==> config.mk <==
export PLATFORM = sky130hd
export DESIGN_NAME = pb_spi_multi
export DESIGN_NICKNAME = d
export VERILOG_FILES = /design/src/rtl/pb_spi_multi.sv
export SDC_FILE = /design/constraint.sdc
export NUM_CORES = 1
export LEC_CHECK = 0
export ABC_CLOCK_PERIOD_IN_PS = 2800
export CAP_MARGIN = 10
export CORE_MARGIN = 2
export CORE_UTILIZATION = 56
export CTS_BUF_LIST = sky130_fd_sc_hd__clkbuf_4
export CTS_CLUSTER_DIAMETER = 50
export DETAILED_ROUTE_END_ITERATION = 8
export PLACE_DENSITY = 0.82
export SLEW_MARGIN = 20
export SYNTH_ARGS = -nofsm -noshare
export SYNTH_HDL_FRONTEND = slang
export SYNTH_SLANG_ARGS = --single-unit
==> constraint.sdc <==
create_clock -name clk -period 2.8 [get_ports clk]
set_clock_uncertainty 0.05 [all_clocks]
set_input_delay 0.56 -clock clk [delete_from_list [all_inputs] [get_ports clk]]
set_output_delay 0.56 -clock clk [all_outputs]
set_load 0.03 [all_outputs]
==> src/rtl/pb_spi_multi.sv <==
// Picoblaze-attached SPI master with multiple chip selects, TX/RX FIFOs,
// programmable SCK divider, CPOL/CPHA/bit-order control and sticky status flags.
module pb_spi_multi #(
  parameter logic [7:0]  BASE_ADDRESS = 8'h00,
  parameter int unsigned NUM_CS       = 4,
  parameter int unsigned FIFO_DEPTH   = 4
) (
  input  logic              clk,
  input  logic              reset,
  input  logic [7:0]        port_id,
  input  logic [7:0]        data_in,
  input  logic              read_strobe,
  input  logic              write_strobe,
  output logic [7:0]        data_out,
  output logic              interrupt,
  output logic              sck_o,
  output logic              mosi_o,
  input  logic              miso_i,
  output logic [NUM_CS-1:0] ncs_o
);

  localparam int unsigned PW = (FIFO_DEPTH > 1) ? $clog2(FIFO_DEPTH) : 1;
  localparam int unsigned CW = PW + 1;
  localparam logic [CW-1:0] FULL_CNT = CW'(FIFO_DEPTH);

  typedef enum logic [1:0] {StIdle, StLead, StShift, StTrail} state_e;

  // Address decode relative to the base port
  logic [7:0] offset;
  logic       sel_ctrl, sel_div, sel_cssel, sel_status, sel_data;
  assign offset     = port_id - BASE_ADDRESS;
  assign sel_ctrl   = (offset == 8'd0);
  assign sel_div    = (offset == 8'd1);
  assign sel_cssel  = (offset == 8'd2);
  assign sel_status = (offset == 8'd3);
  assign sel_data   = (offset == 8'd4);

  // Control registers and sticky flags
  logic [5:0] ctrl_q;
  logic [7:0] div_q;
  logic [2:0] cs_idx_q;
  logic       mancs_q;
  logic       wcol_q, done_q, rovr_q;

  // FIFO storage and pointers
  logic [7:0]    tx_mem [FIFO_DEPTH];
  logic [7:0]    rx_mem [FIFO_DEPTH];
  logic [PW-1:0] tx_wr_q, tx_rd_q, rx_wr_q, rx_rd_q;
  logic [CW-1:0] tx_cnt_q, rx_cnt_q;
  logic          tx_full, tx_empty, rx_full, rx_empty;
  logic          tx_push, tx_pop, rx_push, rx_pop;

  // Shift engine
  state_e     state_q, state_d;
  logic [7:0] hcnt_q, div_l_q, tx_sr_q, rx_sr_q;
  logic [3:0] hidx_q, nidx;
  logic       mosi_q, cpol_l_q, cpha_l_q, lsbf_l_q;
  logic       half_end, load, adv, byte_end, lead_edge, trail_edge, shift_out, sample;
  logic       busy;
  logic [7:0] tx_head;

  assign tx_full  = (tx_cnt_q == FULL_CNT);
  assign tx_empty = (tx_cnt_q == '0);
  assign rx_full  = (rx_cnt_q == FULL_CNT);
  assign rx_empty = (rx_cnt_q == '0);
  assign tx_push  = write_strobe & sel_data & ~tx_full;
  assign rx_pop   = read_strobe & sel_data & ~rx_empty;
  assign rx_push  = byte_end & ~rx_full;
  assign tx_head  = tx_mem[tx_rd_q];
  assign busy     = (state_q != StIdle);
  assign half_end = (hcnt_q == div_l_q);

  // Register writes and sticky flags; a set event wins over a clear
  always_ff @(posedge clk or posedge reset) begin
    if (reset) begin
      ctrl_q   <= '0;
      div_q    <= '0;
      cs_idx_q <= '0;
      mancs_q  <= 1'b0;
      wcol_q   <= 1'b0;
      done_q   <= 1'b0;
      rovr_q   <= 1'b0;
    end else begin
      if (write_strobe && sel_ctrl) ctrl_q <= data_in[5:0];
      if (write_strobe && sel_div) div_q <= data_in;
      if (write_strobe && sel_cssel) begin
        cs_idx_q <= data_in[2:0];
        mancs_q  <= data_in[7];
      end
      wcol_q <= (wcol_q & ~(write_strobe & sel_status & data_in[7]))
                | (write_strobe & sel_data & tx_full);
      done_q <= (done_q & ~(write_strobe & sel_status & data_in[6])) | byte_end;
      rovr_q <= (rovr_q & ~(write_strobe & sel_status & data_in[5])) | (byte_end & rx_full);
    end
  end

  // FIFO payload storage
  always_ff @(posedge clk) begin
    if (tx_push) tx_mem[tx_wr_q] <= data_in;
    if (rx_push) rx_mem[rx_wr_q] <= rx_sr_q;
  end

  // FIFO pointers and occupancy counts
  always_ff @(posedge clk or posedge reset) begin
    if (reset) begin
      tx_wr_q  <= '0;
      tx_rd_q  <= '0;
      tx_cnt_q <= '0;
      rx_wr_q  <= '0;
      rx_rd_q  <= '0;
      rx_cnt_q <= '0;
    end else begin
      if (tx_push) tx_wr_q <= tx_wr_q + PW'(1);
      if (tx_pop)  tx_rd_q <= tx_rd_q + PW'(1);
      if (tx_push && !tx_pop) tx_cnt_q <= tx_cnt_q + CW'(1);
      else if (!tx_push && tx_pop) tx_cnt_q <= tx_cnt_q - CW'(1);
      if (rx_push) rx_wr_q <= rx_wr_q + PW'(1);
      if (rx_pop)  rx_rd_q <= rx_rd_q + PW'(1);
      if (rx_push && !rx_pop) rx_cnt_q <= rx_cnt_q + CW'(1);
      else if (!rx_push && rx_pop) rx_cnt_q <= rx_cnt_q - CW'(1);
    end
  end

  // Engine state register
  always_ff @(posedge clk or posedge reset) begin
    if (reset) state_q <= StIdle;
    else       state_q <= state_d;
  end

  // Engine next state; clearing EN aborts from any active state
  always_comb begin
    state_d  = state_q;
    tx_pop   = 1'b0;
    load     = 1'b0;
    adv      = 1'b0;
    byte_end = 1'b0;
    unique case (state_q)
      StIdle: begin
        if (ctrl_q[0] && !tx_empty) begin
          state_d = StLead;
          tx_pop  = 1'b1;
          load    = 1'b1;
        end
      end
      StLead: begin
        if (!ctrl_q[0]) state_d = StIdle;
        else if (half_end) begin
          state_d = StShift;
          adv     = 1'b1;
        end
      end
      StShift: begin
        if (!ctrl_q[0]) state_d = StIdle;
        else if (half_end) begin
          if (hidx_q == 4'd15) begin
            byte_end = 1'b1;
            if (!tx_empty) begin
              state_d = StLead;
              tx_pop  = 1'b1;
              load    = 1'b1;
            end else begin
              state_d = StTrail;
            end
          end else begin
            adv = 1'b1;
          end
        end
      end
      StTrail: begin
        if (!ctrl_q[0] || half_end) state_d = StIdle;
      end
      default: state_d = StIdle;
    endcase
  end

  // Even half-period index follows a leading SCK edge, odd one a trailing edge
  assign nidx       = (state_q == StLead) ? 4'd0 : hidx_q + 4'd1;
  assign lead_edge  = adv & ~nidx[0];
  assign trail_edge = adv & nidx[0];
  assign shift_out  = cpha_l_q ? lead_edge : trail_edge;
  assign sample     = cpha_l_q ? trail_edge : lead_edge;

  // Engine datapath: half-period timer, shift registers, latched byte config
  always_ff @(posedge clk or posedge reset) begin
    if (reset) begin
      hcnt_q   <= '0;
      hidx_q   <= '0;
      div_l_q  <= '0;
      tx_sr_q  <= '0;
      rx_sr_q  <= '0;
      mosi_q   <= 1'b0;
      cpol_l_q <= 1'b0;
      cpha_l_q <= 1'b0;
      lsbf_l_q <= 1'b0;
    end else begin
      if (state_q == StIdle || half_end || state_d == StIdle) hcnt_q <= '0;
      else hcnt_q <= hcnt_q + 8'd1;
      if (load) begin
        cpol_l_q <= ctrl_q[1];
        cpha_l_q <= ctrl_q[2];
        lsbf_l_q <= ctrl_q[3];
        div_l_q  <= div_q;
        hidx_q   <= '0;
        rx_sr_q  <= '0;
        if (!ctrl_q[2]) begin
          // CPHA=0 presents the first bit before the first edge
          mosi_q  <= ctrl_q[3] ? tx_head[0] : tx_head[7];
          tx_sr_q <= ctrl_q[3] ? {1'b0, tx_head[7:1]} : {tx_head[6:0], 1'b0};
        end else begin
          tx_sr_q <= tx_head;
        end
      end else begin
        if (adv) hidx_q <= nidx;
        if (shift_out) begin
          mosi_q  <= lsbf_l_q ? tx_sr_q[0] : tx_sr_q[7];
          tx_sr_q <= lsbf_l_q ? {1'b0, tx_sr_q[7:1]} : {tx_sr_q[6:0], 1'b0};
        end
        if (sample) rx_sr_q <= lsbf_l_q ? {miso_i, rx_sr_q[7:1]} : {rx_sr_q[6:0], miso_i};
      end
    end
  end

  // SCK level: idles at live CPOL, toggles once per half-period while shifting
  always_comb begin
    sck_o = ctrl_q[1];
    unique case (state_q)
      StIdle:          sck_o = ctrl_q[1];
      StLead, StTrail: sck_o = cpol_l_q;
      StShift:         sck_o = cpol_l_q ^ ~hidx_q[0];
      default:         sck_o = ctrl_q[1];
    endcase
  end

  assign mosi_o    = mosi_q;
  assign interrupt = ctrl_q[4] & ((done_q & tx_empty & ~busy) | rovr_q);

  // Chip selects: only the indexed line may go low
  always_comb begin
    for (int i = 0; i < NUM_CS; i++) begin
      ncs_o[i] = ~((cs_idx_q == 3'(i)) & (mancs_q | (ctrl_q[5] & busy)));
    end
  end

  // Register read mux
  always_comb begin
    data_out = 8'h00;
    if (sel_ctrl)   data_out = {2'b00, ctrl_q};
    if (sel_div)    data_out = div_q;
    if (sel_cssel)  data_out = {mancs_q, 4'b0000, cs_idx_q};
    if (sel_status) data_out = {wcol_q, done_q, rovr_q, rx_full, rx_empty,
                                tx_empty, tx_full, busy};
    if (sel_data && !rx_empty) data_out = rx_mem[rx_rd_q];
  end

endmodule

==> results of run 1 <==
-- layer usage --
| metal | wire, um | global-route usage [%] | up-vias |
|---|---|---|---|
| li1 | - | - | 2109 |
| met1 | 6320 | 34.8 | 2355 |
| met4 | 444 | 9.27 | 0 |
| met5 | 0 | 0 | - |
| met3 | 992 | 5.79 | 43 |
| met2 | 7970 | 41.1 | 197 |
-- flip-flops by register name, indices dropped and copies added, names as in the netlist, 3 cells and up --
name	flops
hcnt_q	8
ctrl_q	6
rx_sr_q	8
rx_cnt_q	3
cs_idx_q	3
div_q	8
hidx_q	4
rx_mem	32
tx_sr_q	8
div_l_q	8
tx_cnt_q	3
tx_mem	32
-- layout by cell type (no fill, tap or decap), types with 4 or more instances in the layout --
cell,instances
a21oi_1,15
a22o_1,4
and2_1,9
and3_1,5
buf_12,5
buf_4,55
buf_6,6
clkbuf_4,17
clkdlybuf4s50_1,17
clkinvlp_4,6
dfrtp_1,72
dfrtp_2,4
dlygate4sd2_1,5
edfxtp_1,64
ha_1,12
inv_1,8
inv_2,6
inv_6,4
mux2_2,25
mux2i_1,25
mux4_2,19
nand2_1,56
nand3_1,16
nand3b_1,4
nand4_1,5
nor2_1,30
nor2b_1,4
nor4_2,6
o211ai_1,6
o21ai_0,25
xnor2_1,14
xnor2_2,4
xor2_1,9
-- path summary, 6_finish.rpt --
| check | from | to | slack, ps | cells past startpoint |
|---|---|---|---|---|
| setup / recovery | port_id[5] | data_out[1] | -40 | 9 |
| hold / removal | reset | hcnt_q[3] | 330 | 2 |
| setup reg to reg | rx_cnt_q[0] | rx_cnt_q[2] | 70 | 14 |
| hold reg to reg | div_q[3] | div_l_q[3] | 460 | 2 |
| max in group asynchronous | reset | rx_rd_q[0] | 1600 | 3 |
| min in group clk | div_q[3] | div_l_q[3] | 460 | 2 |
-- through the flow --
step	power [W]	hold WS (ps)	setup WS, ps	area, um^2	cells
after floorplan	0.00318	400	-104	6800	523
after global placement	0.00345	427	-278	7500	715
after detailed placement	0.00349	436	-350	7500	715
after CTS	0.00488	321	-5.34	7980	765
after global routing	0.00515	354	-108	8060	769
final	0.00491	330	-43.3	8060	769
-- timing repair --
item,4_1_cts,5_1_grt
setup buffers,18,4
hold buffers,0,0
endpoints found under the setup margin,14,15
gates resized for setup,27,14
pin swaps,6,8
-- layout make-up --
| class | instances | share of cell area, % |
|---|---|---|
| clock buffer | 17 | 1.58 |
| clock inverter | 15 | 2.02 |
| inverter | 16 | 0.808 |
| multi-input combinational | 344 | 35.4 |
| sequential | 141 | 47.9 |
| tap | 147 | 2.28 |
| timing repair buffer | 89 | 10.0 |
-- power breakdown --
part | internal, W | switching [W] | leakage, nW
Clock | 0.000542 | 0.000790 | 0.143
Combinational | 0.000516 | 0.000573 | 1.51
Sequential | 0.00231 | 0.000184 | 1.64
-- cell families after synthesis --
group,count (synthesis)
compound gates,73
mux,70
buf+inv,38
xor+xnor,27
fa+ha+maj,18
simple gates,156
flops,141
-- worst reg2reg max path: stages, from the launching register on --
cell      delay [ps]
dfrtp_2          440
or3_4            390
nand4_1          140
clkinv_2          80
buf_4            140
buf_4            120
buf_4            120
buf_4            130
nand2_4           80
ha_4             140
inv_2             40
fa_2             340
xor2_1           150
nor2_1           140
xor2_1           160
==> flow_metrics.py, run 1 <==
metrics = {
    "setup_path": {
        "crit_chain": "dlygate4sd2_1, or4_4, nor2_4, nand4_1, clkinv_2, buf_6, buf_6, a22o_1, buf_6",
        "crit_family": "simple AND/OR/NAND/NOR gates",
        "cp.required_ps": 2190,
        "worst_setup_path_end_kind": "output pin",
        "critical_path_arrival_ps": 2230,
        "cp_slowest_cell": "or4_4",
        "path_class": "primary input to output pin",
        "worst_path_most_repeated_cell": "buf_6",
        "worst_path_largest_cell_delay_ps": 570,
        "path_max_fanout": 6,
        "critPathLaunchType": "primary input",
        "worst-path-buf-inv": 5,
    },
    "synthesis": {
        "synth_top_area_share_pct": 28.6,
        "synthArstFlopShare_pct": 54.6,
        "ys.flop_type": "dfrtp_1",
        "yosys.area.top_type": "dfrtp_1",
        "ys_seq_elements": 141,
        "synthCells": 523,
        "syn_avg_cell_area_um2": 12.9,
        "synthAdderAreaFrac_pct": 3.57,
        "netlist_top_cells_area": "dfrtp_1, edfxtp_1, mux4_2",
        "synth_xor_area_share_pct": 3.51,
        "synth_top_family_by_area": "multiplexers",
        "syn_nets": 562,
        "seq_area_frac_synth_pct": 57.1,
        "synth_compound_area_share_pct": 7.06,
        "ys_warn_count": 0,
        "yosysMostFrequentCell": "dfrtp_1",
        "yosys-top-cells-count": "dfrtp_1, edfxtp_1, nand2_1",
        "ys_types": 55,
        "synthMuxAreaShare_pct": 14.4,
        "syn_area_um2": 6740,
        "yosys.area_share.simple_pct": 12.1,
        "synth_edf_count": 64,
    },
    "timing": {
        "tns_ps": -153,
        "fin_ws_ps": -43.3,
        "worstMarginPinSlew_ps": 898,
        "final_hold_viol_count": 0,
        "timing.fmax_mhz": 352,
        "post-route-period-util_pct": 102,
        "slew_headroom_pct": 40.1,
        "period_needed_ps": 2840,
        "setup_viol": 5,
        "rsz0062_at_grt": "yes",
        "slew_viol_final": 0,
    },
    "floorplanning": {
        "die_x_um": 114,
        "die_area_um2": 12900,
        "die_h_um": 114,
        "pin_count": 36,
        "num_rows": 40,
        "initial_core_util_pct": 56.8,
        "core_area_um2": 11900,
    },
    "clock_tree": {
        "ctsRootBufferMaster": "clkbuf_4",
        "cts-htree-levels": 4,
        "cts_tree": "done",
        "clk_path_buf_depth": 2,
        "clock-sinks": 141,
        "clk_latency_ps": 540,
        "clk_pin_slew_ps": 130,
        "cts_made_buffers": 17,
    },
    "global_routing": {
        "grt_usage_pct": 25.6,
        "antenna_found_initial": 0,
        "grt_start_max_net_pins": 31,
        "grt_first_pass_wirelength_mm": 25.0,
        "grt_overflow": 0,
        "grt_pass1_vias": 4704,
    },
    "pwr": {
        "vdd_drop_max_uv": 527,
        "powerDensity_nw_per_um2": 610,
        "leakage_nw": 3.29,
    },
    "layout": {
        "ff_latch_area_um2": 3860,
        "fin_util_pct": 67.9,
        "diodes": 0,
        "fillers": 793,
        "area_delta_synth_final_pct": 19.6,
        "multi_input_area_um2": 2850,
        "nets": 648,
        "drive_gt1_share_pct": 29.9,
    },
    "place": {
        "hpwl_mm": 10.4,
        "numPortBuffers": 35,
        "place.gp.congestion": 0.873,
    },
    "min_path": {
        "hold_path_class": "primary input to asynchronous set/reset pin",
    },
    "routing": {
        "via_count": 4704,
        "finalWirelength_mm": 15.7,
        "route.detailed.drc": 0,
        "wire_per_inst_um": 20.4,
        "viasPerCell": 6.12,
        "antenna_left": 0,
        "drt_iter0_markers": 396,
        "firstDrtPassIters": 5,
    },
    "status": {
        "outcome": "finished with violations",
        "violations": "setup timing",
    },
    "job": {
        "cap_violations": 0,
    },
}
No activity file was read; power rests on OpenSTA's default activity.
==> inputs of run 2 (changes only) <==
CORE_MARGIN = 3   (was 2)
==> run 2 against run 1 <==
Compared with the run above: register-to-register slack is essentially flat; cell area grew 1.1%; critical endpoint is now data_out[7]; final cell count shrank 1.2%; the run now ends clean; critical path depth down 3; hold slack gained 9.4 ps; combinational power is essentially flat; clock power up 17%; total power up 4.8%; flip-flop and latch count is the same; clock-buffer cell count up 2.
==> flow_metrics.py, run 2 (synthesized netlist as in run 1, its figures left out) <==
metrics = {
    "status": {
        "outcome": "complete, no violations",
    },
    "layout": {
        "final_cell_mix": "dfrtp_1, edfxtp_1, nand2_1",
        "reg.largest.list": "rx_mem: 32 flops, tx_mem: 32 flops",
        "area_delta_synth_final_pct": 20.9,
        "multi_input_area_um2": 2920,
        "final_common_cell": "dfrtp_1",
        "ff_latch_area_um2": 3850,
        "diodes": 0,
        "fin_util_pct": 70.4,
        "fillers": 742,
        "nets": 643,
        "drive_gt1_share_pct": 30.1,
    },
    "clock_tree": {
        "clk_latency_ps": 560,
        "clk_path_buf_depth": 2,
        "clock-sinks": 141,
        "cts_made_buffers": 17,
        "ctsRootBufferMaster": "clkbuf_4",
        "clk_pin_slew_ps": 140,
        "cts_tree": "done",
        "cts-htree-levels": 4,
    },
    "floorplanning": {
        "die_area_um2": 13400,
        "core_area_um2": 11600,
        "num_rows": 39,
        "initial_core_util_pct": 58.2,
        "die_x_um": 116,
        "die_h_um": 116,
        "pin_count": 36,
    },
    "timing": {
        "final_hold_viol_count": 0,
        "rsz0062_at_grt": "yes",
        "tns_ps": 0,
        "timing.fmax_mhz": 358,
        "setup_viol": 0,
        "slew_headroom_pct": 40.4,
        "period_needed_ps": 2800,
        "worstMarginPinSlew_ps": 893,
        "post-route-period-util_pct": 99.9,
        "fin_ws_ps": 2.97,
        "hold_slack_ps": 339,
        "slew_viol_final": 0,
    },
    "routing": {
        "firstDrtPassIters": 5,
        "antenna_left": 0,
        "route.detailed.drc": 0,
        "finalWirelength_mm": 16.0,
        "drt_iter0_markers": 504,
        "via_count": 4671,
        "wire_per_inst_um": 21.1,
        "viasPerCell": 6.15,
    },
    "setup_path": {
        "path_class": "primary input to output pin",
        "critPathLaunchType": "primary input",
        "worst_setup_path_end_kind": "output pin",
        "critical_path_arrival_ps": 2190,
        "cp.required_ps": 2190,
        "path_max_fanout": 3,
    },
    "global_routing": {
        "grt_usage_pct": 25.2,
        "grt_overflow": 0,
        "grt_pass1_vias": 4796,
        "grt_first_pass_wirelength_mm": 25.4,
        "antenna_found_initial": 0,
        "grt_start_max_net_pins": 78,
    },
    "place": {
        "hpwl_mm": 10.5,
        "dp_slack_ps": -338,
        "numPortBuffers": 35,
        "place.gp.congestion": 0.834,
    },
    "min_path": {
        "hold_path_class": "primary input to asynchronous set/reset pin",
    },
    "pwr": {
        "seq_power_share_pct": 48.4,
        "powerDensity_nw_per_um2": 632,
        "p_sw_share_pct": 29.3,
        "p_int_w": 0.00364,
        "pwr-share-clk_pct": 30.0,
        "p_total_w": 0.00515,
        "vdd_drop_max_uv": 427,
        "p_sw_w": 0.00151,
        "leakage_nw": 3.33,
        "power_frac_comb_pct": 21.6,
    },
    "job": {
        "cap_violations": 0,
    },
}
==> run 2: cell count changes in the layout (fill, tap and decap cells not counted), sizes merged <==
cell / before / now
clkinv: 4 / 7
dlygate4sd2: 5 / 2
inv: 19 / 17
bufinv: 2 / 5
clkbuf: 17 / 22
buf: 66 / 61
clkinvlp: 6 / 0
==> run 2: path summary, 6_finish.rpt <==
path | start | endpoint | slack, ps | cells past startpoint
max in group asynchronous | reset | tx_cnt_q[0] | 2020 | 3
min | reset | rx_rd_q[1] | 340 | 3
max | port_id[6] | data_out[7] | 3 | 6
max reg2reg | state_q[0] | tx_cnt_q[1] | 60 | 11
min in group clk | div_l_q[7] | div_l_q[7] | 460 | 2
min reg2reg | div_l_q[7] | div_l_q[7] | 460 | 2
==> run 2: metal layers <==
layer / vias to the layer above / wire length [um] / GRT usage, %
met5: - / 0 / 0
met4: 0 / 454 / 10.2
met3: 39 / 984 / 6.84
met2: 178 / 8160 / 41.5
met1: 2357 / 6420 / 31.8
li1: 2097 / - / -
==> run 2: through the flow <==
step / std cells / instance area (um^2)
after floorplan: 523 / 6800
after global placement: 712 / 7510
after detailed placement: 712 / 7510
after CTS: 757 / 8040
after global routing: 760 / 8140
final: 760 / 8140
==> run 2: layout make-up <==
type | count | share of cell area (%)
timing repair buffer | 84 | 9.65
tap | 143 | 2.20
inverter | 16 | 0.753
clock buffer | 19 | 1.75
multi-input combinational | 344 | 35.9
sequential | 141 | 47.3
clock inverter | 13 | 2.43
==> run 2: what timing repair did <==
action                                  CTS  global route
pin swaps                                 6             9
setup buffers                            12             3
gates resized for setup                  32            26
hold buffers                              0             0
gates cloned                              1             0
endpoints found under the setup margin   14            12
==> run 2: power groups by stage <==
stage                     Clock [W]  Sequential, W  Combinational, W
after floorplan                   0        0.00246          0.000715
after CTS                   0.00156        0.00249           0.00107
after detailed placement          0        0.00255          0.000961
after global routing        0.00164        0.00252           0.00121
after global placement            0        0.00253          0.000920
final                       0.00155        0.00249           0.00111
==> run 2: worst max-delay path, stage by stage <==
cell             delay, ps
clkdlybuf4s15_1        170
or4_4                  510
buf_6                  140
or3_4                  440
o2bb2ai_4              200
buf_6                  150
==> inputs of run 3 (changes only) <==
PLACE_DENSITY = 0.78   (was 0.82)
==> run 3 against run 2 <==
Compared with the run above: sequential share of layout area grew 1.1 points; critical endpoint is now data_out[1]; total power down 4.8%; utilization shrank 1.6 points; highest routed layer unchanged.
==> flow_metrics.py, run 3 (synthesized netlist as in run 1, its figures left out) <==
metrics = {
    "status": {
        "outcome": "complete, no violations",
    },
    "floorplanning": {
        "core_area_um2": 11600,
        "die_area_um2": 13400,
        "die_x_um": 116,
        "pin_count": 36,
        "die_h_um": 116,
        "initial_core_util_pct": 58.2,
        "num_rows": 39,
    },
    "setup_path": {
        "cp.required_ps": 2190,
        "path_class": "primary input to output pin",
        "r2r_cells": 10,
        "worst_setup_path_end_kind": "output pin",
        "crit_family": "simple AND/OR/NAND/NOR gates",
        "path_max_fanout": 5,
        "worst_path_largest_cell_delay_ps": 570,
        "timing.rr.start": "state_q[1]",
        "crit_chain": "dlygate4sd2_1, or4_4, nor2_4, nand4_1, clkinv_2, buf_6, a22o_1, buf_6",
        "worst_path_most_repeated_cell": "buf_6",
        "cp_slowest_cell": "or4_4",
        "worst-path-buf-inv": 4,
        "critPathLaunchType": "primary input",
        "timing.rr.end": "tx_cnt_q[1]",
        "critical_path_arrival_ps": 2170,
        "r2r_slack_ps": 60,
    },
    "timing": {
        "post-route-period-util_pct": 99.3,
        "period_needed_ps": 2780,
        "tns_ps": 0,
        "final_hold_viol_count": 0,
        "worstMarginPinSlew_ps": 857,
        "slew_viol_final": 0,
        "timing.fmax_mhz": 360,
        "rsz0062_at_grt": "yes",
        "setup_viol": 0,
        "slew_headroom_pct": 42.9,
        "hold_slack_ps": 296,
    },
    "global_routing": {
        "grt_overflow": 0,
        "grt_usage_pct": 23.4,
        "met3_usage_pct": 5.74,
        "grt_start_max_net_pins": 53,
        "antenna_found_initial": 0,
        "grt_first_pass_wirelength_mm": 23.9,
        "grtUsageMet1_pct": 33.8,
        "met2_usage_pct": 36.1,
        "grt.busiest_layer": "met2",
        "grt_pass1_vias": 4437,
    },
    "pwr": {
        "powerDensity_nw_per_um2": 616,
        "seq_power_share_pct": 50.8,
        "p_total_w": 0.00490,
        "p_sw_share_pct": 31.0,
        "leakage_nw": 3.27,
        "vdd_drop_max_uv": 650,
        "p_sw_w": 0.00152,
        "p_int_w": 0.00338,
        "pwr-share-clk_pct": 27.0,
        "power_frac_comb_pct": 22.1,
    },
    "routing": {
        "viasPerCell": 5.97,
        "route.detailed.drc": 0,
        "finalWirelength_mm": 14.5,
        "via_count": 4536,
        "firstDrtPassIters": 5,
        "wire_per_inst_um": 19.0,
        "antenna_left": 0,
        "drt_iter0_markers": 390,
    },
    "layout": {
        "final_cell_mix": "dfrtp_1, edfxtp_1, nand2_1",
        "nets": 643,
        "area_delta_synth_final_pct": 18.2,
        "multi_input_area_um2": 2830,
        "diodes": 0,
        "ff_latch_area_um2": 3850,
        "drive_gt1_share_pct": 28.0,
        "final_common_cell": "dfrtp_1",
        "fin_area_um2": 7960,
        "reg.largest.list": "rx_mem: 32 flops, tx_mem: 32 flops",
        "fillers": 796,
    },
    "clock_tree": {
        "clk_latency_ps": 530,
        "clk_path_buf_depth": 2,
        "cts_hold_buf": 0,
        "cts_tree": "done",
        "clock-sinks": 141,
        "cts_made_buffers": 17,
        "cts-htree-levels": 4,
        "ctsRootBufferMaster": "clkbuf_4",
        "clk_pin_slew_ps": 120,
    },
    "job": {
        "cap_violations": 0,
    },
    "place": {
        "place.gp.congestion": 0.910,
        "numPortBuffers": 35,
        "place_area_um2": 7490,
        "hpwl_mm": 9.98,
    },
    "min_path": {
        "hold_path_class": "primary input to asynchronous set/reset pin",
    },
}
[run 3: cell type report]
| cell class | count | share of cell area [%] |
|---|---|---|
| repair buffers | 84 | 9.40 |
| clock buffers | 17 | 1.60 |
| flip-flops and latches | 141 | 48.4 |
| clock inverters | 15 | 2.03 |
| inverters | 16 | 0.817 |
| multi-input cells | 344 | 35.5 |
| well taps | 143 | 2.25 |
[run 3: through the flow]
step,utilization [%],std cells,setup slack (ps)
6_report,68.9,760,19.7
5_1_grt,68.9,760,-76.7
4_1_cts,67.9,750,-29.7
3_5_place_dp,64.8,711,-481
3_3_place_gp,64.8,711,-371
2_1_floorplan,-,523,-104
[run 3: power by group through the flow]
| stage | clock network, W | registers, W | logic (W) |
|---|---|---|---|
| finish | 0.00132 | 0.00249 | 0.00109 |
| global route | 0.00144 | 0.00252 | 0.00120 |
| CTS | 0.00135 | 0.00249 | 0.00103 |
| detailed placement | 0 | 0.00255 | 0.000945 |
| global placement | 0 | 0.00254 | 0.000919 |
| floorplan | 0 | 0.00246 | 0.000715 |
[run 3: worst max-delay path by stage]
stage | from | to | slack (ps) | cells after the start
2_1_floorplan | hcnt_q[2] | tx_cnt_q[1] | -100 | 11
3_3_place_gp | port_id[5] | tx_cnt_q[2] | -370 | 11
3_5_place_dp | port_id[5] | tx_cnt_q[2] | -480 | 11
4_1_cts | state_q[0] | data_out[0] | -30 | 6
5_1_grt | state_q[0] | data_out[0] | -80 | 6
6_report | port_id[5] | data_out[1] | 20 | 8
[run 3: metal layers]
layer | share of wire (%) | vias up
li1 | - | 2095
met1 | 45 | 2292
met2 | 49 | 132
met3 | 4.8 | 17
met4 | 1.5 | 0
met5 | 0 | -
[run 3: worst register-to-register path, delay by kind of cell (launching register included)]
kind / cells / cell delay, ps
mux: 1 / 270
fa+ha+maj: 3 / 790
buf+inv: 3 / 290
flops: 1 / 410
compound gates: 1 / 160
simple gates: 2 / 670
[run 3: repair_timing]
item / CTS / global route
resized for setup: 19 / 12
pin swaps: 5 / 7
gates cloned: 1 / 0
endpoints found under the setup margin: 14 / 9
buffers inserted: 6 / 10
